**src/rtl/parking_pkg.sv**
```systemverilog
// Shared constants and types for the parking controller input front-end.
package parking_pkg;
    localparam int DEBOUNCE_DEFAULT = 4;

    localparam int CH_ENTRY  = 0;
    localparam int CH_EXIT   = 1;
    localparam int CH_SWITCH = 2;

    typedef enum logic {ARB_IDLE, ARB_EXIT_PENDING} arb_state_e;
endpackage

```
**src/rtl/debounce_cell.sv**
```systemverilog
// Debounces a WIDTH-bit bus: the stable value only changes after DEBOUNCE_CYCLES
// consecutive identical samples that differ from it.
module debounce_cell #(
    parameter int WIDTH           = 1,
    parameter int DEBOUNCE_CYCLES = 4,
    parameter int CNT_W           = 4
) (
    input  logic             clk,
    input  logic             rst_n,
    input  logic [WIDTH-1:0] in,
    output logic [WIDTH-1:0] stable_out
);
    localparam logic [CNT_W-1:0] LAST_CNT = CNT_W'(DEBOUNCE_CYCLES - 1);

    logic [CNT_W-1:0] cnt;
    logic [WIDTH-1:0] last;

    // A multi-bit bus that hops between non-stable values must restart, so the
    // count always reflects a run of one identical candidate value.
    always_ff @(posedge clk) begin
        if (!rst_n) begin
            stable_out <= '0;
            cnt        <= '0;
            last       <= '0;
        end else begin
            last <= in;
            if (in == stable_out) begin
                cnt <= '0;
            end else if (cnt != '0 && in != last) begin
                cnt <= CNT_W'(1);
            end else if (cnt == LAST_CNT) begin
                stable_out <= in;
                cnt        <= '0;
            end else begin
                cnt <= cnt + 1'b1;
            end
        end
    end
endmodule

```
**src/rtl/sensor_conditioner.sv**
```systemverilog
// Synchronises and debounces the raw parking sensors and slot switch, producing
// single-cycle entry/exit pulses that never coincide, plus a sticky overlap flag.
module sensor_conditioner
    import parking_pkg::*;
#(
    parameter int DEBOUNCE_CYCLES = DEBOUNCE_DEFAULT,
    parameter int CNT_W           = 4
) (
    input  logic       clk,
    input  logic       rst_n,
    input  logic       raw_entry,
    input  logic       raw_exit,
    input  logic [1:0] raw_switch,
    output logic       entry_sensor,
    output logic       exit_sensor,
    output logic [1:0] switch,
    output logic       overlap_err
);
    logic [3:0] raw_bus;
    logic [3:0] sync1;
    logic [3:0] sync2;
    logic       stable_entry;
    logic       stable_exit;
    logic [1:0] stable_switch;
    logic       prev_entry;
    logic       prev_exit;
    logic       rise_entry;
    logic       rise_exit;
    arb_state_e arb_state;

    always_comb begin
        raw_bus                          = '0;
        raw_bus[CH_ENTRY]                = raw_entry;
        raw_bus[CH_EXIT]                 = raw_exit;
        raw_bus[CH_SWITCH+1:CH_SWITCH]   = raw_switch;
    end

    always_ff @(posedge clk) begin
        if (!rst_n) begin
            sync1 <= '0;
            sync2 <= '0;
        end else begin
            sync1 <= raw_bus;
            sync2 <= sync1;
        end
    end

    debounce_cell #(.WIDTH(1), .DEBOUNCE_CYCLES(DEBOUNCE_CYCLES), .CNT_W(CNT_W)) u_entry (
        .clk(clk), .rst_n(rst_n), .in(sync2[CH_ENTRY]), .stable_out(stable_entry)
    );

    debounce_cell #(.WIDTH(1), .DEBOUNCE_CYCLES(DEBOUNCE_CYCLES), .CNT_W(CNT_W)) u_exit (
        .clk(clk), .rst_n(rst_n), .in(sync2[CH_EXIT]), .stable_out(stable_exit)
    );

    debounce_cell #(.WIDTH(2), .DEBOUNCE_CYCLES(DEBOUNCE_CYCLES), .CNT_W(CNT_W)) u_switch (
        .clk(clk), .rst_n(rst_n), .in(sync2[CH_SWITCH+1:CH_SWITCH]), .stable_out(stable_switch)
    );

    assign rise_entry = stable_entry & ~prev_entry;
    assign rise_exit  = stable_exit & ~prev_exit;

    // Entry always wins a tie; the exit is deferred by exactly one cycle.
    always_ff @(posedge clk) begin
        if (!rst_n) begin
            prev_entry   <= 1'b0;
            prev_exit    <= 1'b0;
            entry_sensor <= 1'b0;
            exit_sensor  <= 1'b0;
            switch       <= '0;
            overlap_err  <= 1'b0;
            arb_state    <= ARB_IDLE;
        end else begin
            prev_entry   <= stable_entry;
            prev_exit    <= stable_exit;
            switch       <= stable_switch;
            overlap_err  <= overlap_err | (stable_entry & stable_exit);
            entry_sensor <= rise_entry;
            case (arb_state)
                ARB_IDLE: begin
                    exit_sensor <= rise_exit & ~rise_entry;
                    if (rise_exit && rise_entry) begin
                        arb_state <= ARB_EXIT_PENDING;
                    end
                end
                ARB_EXIT_PENDING: begin
                    if (rise_entry) begin
                        exit_sensor <= 1'b0;
                    end else begin
                        exit_sensor <= 1'b1;
                        arb_state   <= ARB_IDLE;
                    end
                end
                default: begin
                    exit_sensor <= 1'b0;
                    arb_state   <= ARB_IDLE;
                end
            endcase
        end
    end
endmodule

```
**config.mk**
```make
export PLATFORM = sky130hd
export DESIGN_NAME = sensor_conditioner
export DESIGN_NICKNAME = d
export VERILOG_FILES = /design/src/rtl/parking_pkg.sv /design/src/rtl/debounce_cell.sv /design/src/rtl/sensor_conditioner.sv
export SDC_FILE = /design/constraint.sdc
export NUM_CORES = 1
export LEC_CHECK = 0
export CAP_MARGIN = 5
export CELL_PAD_IN_SITES_DETAIL_PLACEMENT = 0
export CELL_PAD_IN_SITES_GLOBAL_PLACEMENT = 2
export CORE_MARGIN = 5
export CORE_UTILIZATION = 39
export DETAILED_ROUTE_END_ITERATION = 8
export PLACE_DENSITY_LB_ADDON = 0.1
export SYNTH_ARGS = -nofsm -noshare
export SYNTH_HDL_FRONTEND = slang
export SYNTH_SLANG_ARGS = --single-unit
```
**constraint.sdc**
```tcl
create_clock -name clk -period 2 [get_ports clk]
set_input_delay 0.4 -clock clk [delete_from_list [all_inputs] [get_ports clk]]
set_output_delay 0.4 -clock clk [all_outputs]
set_load 0.1 [all_outputs]
```
Word-level counts from Yosys, hierarchy flattened
Index checks and enable logic that the tools add are counted.
{"block": "classes", "n_reduce_logical": 16, "bitwise_logic": 16, "addsub": 3, "eq_ne": 9, "mux": 11}
{"cell": "$add 4x1->4 const B", "n": 3}
{"cell": "$eq 4x2->1 const B", "n": 3}
{"cell": "$reduce_bool 4->1", "n": 3}
{"cell": "$reduce_or 4->1", "n": 3}
{"cell": "$not 1->1", "n": 11}
{"cell": "$mux 1", "n": 9}
{"cell": "$reduce_and 3->1", "n": 3}
{"cell": "$reduce_or 2->1", "n": 3}
{"cell": "$and 1x1->1", "n": 4}
{"cell": "$logic_and 1x1->1", "n": 4}
{"cell": "$pmux 1 s2", "n": 2}
{"cell": "$eq 1x1->1", "n": 2}
{"cell": "$eq 2x2->1", "n": 1}
{"cell": "$ne 1x1->1", "n": 2}
{"cell": "$ne 2x2->1", "n": 1}
{"cell": "$or 1x1->1", "n": 1}
{"block": "word_totals", "reg_bits": 36, "output_inout_bits": 5}

Depth between registers and ports, before layout
{"block": "depth", "ltp_word": 5, "mapped_depth": 5, "depth_no_buf": 5}

Modules after synthesis
A second synthesis with hierarchy kept.
{"block": "hier_totals", "cells_unflattened": 147, "hier_area_um2": 1527.7}
{"module": "debounce_cell at u_entry ...", "area_per_inst_um2": 299.0, "n_inst": 2, "cells_each": 32}
{"module": "debounce_cell at u_switch", "area_per_inst_um2": 474.2, "n_inst": 1, "cells_each": 47}
{"module": "sensor_conditioner", "area_per_inst_um2": 455.4, "n_inst": 1, "cells_each": 36}

Worst setup path after synthesis
Ideal clock, no wire load.
{"block": "synth_path", "path_kind": "flip-flop to output port", "from": "reg overlap_err", "to": "out overlap_err", "slack_ns": 0.675, "required_time_ns": 1.600, "path_stages_with_launch": 1, "arrival_ns": 0.925, "n_path_buf": 0, "path_cell_list": "dfxtp_1"}
{"item": "start: declaration", "line": "sensor_conditioner.sv:17", "rtl": "output logic overlap_err"}
{"item": "start signal: assignment", "line": "sensor_conditioner.sv:77", "rtl": "overlap_err <= overlap_err | (stable_entry & stable_exit);"}
No word-level cell between the ends.

Final worst setup path
{"block": "layout_path", "from": "reg u_exit.cnt[0]", "to": "reg u_exit.cnt[2]"}
{"block": "layout_via", "elab_chain_len": 3, "word_cells_on_any_way": 5}
{"item": "start: declaration", "line": "debounce_cell.sv:15", "rtl": "logic [CNT_W-1:0] cnt;"}
{"item": "start signal: assignment", "line": "debounce_cell.sv:35", "rtl": "cnt <= cnt + 1'b1;"}
{"item": "parallel branches: the longest is 3 deep, another holds $add 4x1->4"}
Parallel ways; which one is timed is not known.
A chain may end at the register's enable or synchronous reset.

==> impl_metrics.toml <==
[yosys]
synth-simple-area-share_pct = 20.1
yosysTopAreaCellShare_pct = 49.8
synth-seq-area-share_pct = 49.8
synth_flop_cell = "dfxtp_1"
synth_xor_area_share_pct = 8.90
synth.most_common_cell = "dfxtp_1"
synth_nets = 155
ys_top_cells_by_area = "dfxtp_1 (50%), and2_1 (5.2%), ha_1 (5.2%)"
synth_top_family_by_area = "simple AND/OR/NAND/NOR gates"
yosys_warnings = 0
synth_fa_ha_area_share_pct = 5.19
synth-compound-area-share_pct = 9.51
synth.avg_cell_area_um2 = 10.1
netlist_top_cells_count = "dfxtp_1 (36), inv_1 (14), nor2_1 (14)"
syn_area_mm2 = 0.00145
synth.distinct_cells = 32
async_flop_share_pct = 0
netlist_instances = 143
synth_top_area_cell = "dfxtp_1"
synth-edff-count = 0
muxShareOfSynthArea_pct = 2.25
synth-seq-cells = 36

[clock_network]
clkLatencyLatePin_ns = 0.28
max-clock-path-buffers = 2
postCtsSetupBuffers = 0
numCtsBuffers = 5
cts.sinks = 36
cts_hold_buf = 0
ctsHtreeMaxLevel = 2
cts_root_buffer = "clkbuf_8"
cts_tree = "done"
clk_pin_slew_worst_paths_ns = 0.07
cts-resized-gates = 0

[critical_path]
critical_path_arrival_ns = 1.55
critPathSlowestCell = "dfxtp_1"
r2r_cells = 4
worstSetupStartpoint = "u_exit.cnt[0]$_SDFF_PP0_"
endpoint = "u_exit.cnt[2]$_SDFF_PP0_"
cp_num_buf_inv = 0
max_stage_delay_ns = 0.38
criticalPathCategory = "reg2reg"
worst-r2r-setup-slack_ns = 0.62
cp_top_family = "simple AND/OR/NAND/NOR gates"
endpoint_kind = "register"
r2r-end = "u_exit.cnt[2]$_SDFF_PP0_"
crit_required_ns = 2.16
path_cells = "ha_1 > or3b_1 > o2111ai_1 > nor2_1"
worstPathMaxFanout = 4
r2r_start = "u_exit.cnt[0]$_SDFF_PP0_"
path_depth = 4
startpoint_type = "register"

[routing]
num_vias = 969
vias_per_cell = 4.66
antenna_left = 0
wl_per_cell_um = 11.4
drc_errors = 0
drt_iter0_markers = 44
firstDrtPassIters = 4
routed_wl_mm = 2.38

[sta]
finalSetupTns_ns = 0
worst_pin_slew_ns = 0.394
worst_slew_margin_rel_pct = 73.7
hold_viol_final = 0
finalMaxSlewViolations = 0
rsz0062_at_grt = "no"
setup_violations = 0
max_freq_ghz = 0.724
fin_crit_sh_pct = 69.1
fin_crit_ns = 1.38
finalClockSkew_ns = 0.00190

[pwr]
max-vdd-ir-drop_uv = 523
p_leak_nw = 0.685
p_per_area_mw_per_mm2 = 832

[global_routing]
grt_overflow_total = 0
grt_start_max_net_pins = 28
gr-max-usage-layer = "met2"
grtUsageTotal_pct = 10.5
antenna_found_initial = 0
grt_pass1_vias = 919
grt_use_met3_pct = 5.40
grt_pass1_wl_mm = 4.20
grt_use_met2_pct = 15.3
met1_usage_pct = 13.5

[placed_design]
dp_hpwl_mm = 1.65
numPortBuffers = 10
placed_cells = 200
gp_congestion = 0.751

[final_layout]
area_growth_pct = 17.8
drive_gt1_share_pct = 11.9
final_cells = 208
diodes = 0
fin_nets = 171

[die]
die_w_um = 70.9
pin_count = 11
die_y_um = 70.9
rows = 22
die_area_mm2 = 0.00503
coreArea_mm2 = 0.00363
start_util_pct = 39.8

[hold_path]
min_path_type = "reg2reg"

[run]
max_cap_viol_count = 0

[run_status]
status = "finished, final reports clean"
[power by group]
group | leakage (nW) | switching, mW | internal, mW
sequential | 0.292 | 0.00856 | 0.729
clock | 0.0541 | 0.256 | 0.369
combinational | 0.338 | 0.0282 | 0.0289
[state kept, by name (all words and copies together), names as in the netlist, 2 cells and up]
| name | cells |
|---|---|
| sync1 | 4 |
| u_switch.last | 2 |
| u_exit.cnt | 4 |
| u_switch.stable_out | 2 |
| u_entry.cnt | 4 |
| switch | 2 |
| sync2 | 4 |
| u_switch.cnt | 4 |
[how the worst min path moves through the flow]
stage	start	endpoint	slack (ns)	depth (start not counted)
2_1_floorplan	prev_entry$_SDFF_PN0_	entry_sensor$_SDFF_PN0_	0.41	1
3_3_place_gp	sync1[3]$_SDFF_PN0_	sync2[3]$_SDFF_PN0_	0.41	1
3_5_place_dp	sync1[2]$_SDFF_PN0_	sync2[2]$_SDFF_PN0_	0.42	1
4_1_cts	sync1[3]$_SDFF_PN0_	sync2[3]$_SDFF_PN0_	0.44	1
5_1_grt	sync1[1]$_SDFF_PN0_	sync2[1]$_SDFF_PN0_	0.45	1
6_report	sync1[2]$_SDFF_PN0_	sync2[2]$_SDFF_PN0_	0.43	1
[area by class of cell]
cell class                 instances  area, µm²
clock buffer                       5       68.8
fill                             354       1930
inverter                          14       52.6
tap                               48       60.1
sequential                        36        721
multi-input combinational         91        666
clock inverter                     3       42.5
timing repair buffer              11       95.1
[metal layers]
metal  vias up  wire length, µm  share of wire (%)
met4         0                0                  0
met2        13             1020                 43
met5         -                0                  0
met3         0              104                4.4
li1        512                -                  -
met1       444             1250                 53
[layout by cell type (no fill, tap or decap), types with 3 or more instances in the layout]
cell / n
nor2_1: 14
nand4_1: 4
clkdlybuf4s50_1: 5
xnor2_1: 4
and2_1: 12
buf_4: 6
a21oi_1: 4
o2111ai_1: 4
xor2_1: 7
clkbuf_8: 5
dfxtp_1: 36
nand3_1: 3
nand2_1: 4
ha_1: 6
inv_1: 14
[cells by family after synthesis]
| group | after synthesis |
|---|---|
| simple gates | 51 |
| buf+inv | 16 |
| mux | 3 |
| flops | 36 |
| xor+xnor | 13 |
| compound gates | 18 |
| fa+ha+maj | 6 |
[stage by stage]
stage | hold WS, ns | util [%] | setup slack (ns) | cell area [µm²] | total power [mW]
global route | 0.455 | 46.9 | 0.521 | 1710 | 1.49
detailed placement | 0.420 | 43.9 | 0.335 | 1590 | 0.811
global placement | 0.415 | 43.9 | 0.379 | 1590 | 0.810
floorplan | 0.410 | - | 0.675 | 1450 | 0.789
CTS | 0.435 | 46.9 | 0.629 | 1710 | 1.44
finish | 0.435 | 46.9 | 0.619 | 1710 | 1.42
Power figures use the tool's default switching activity.
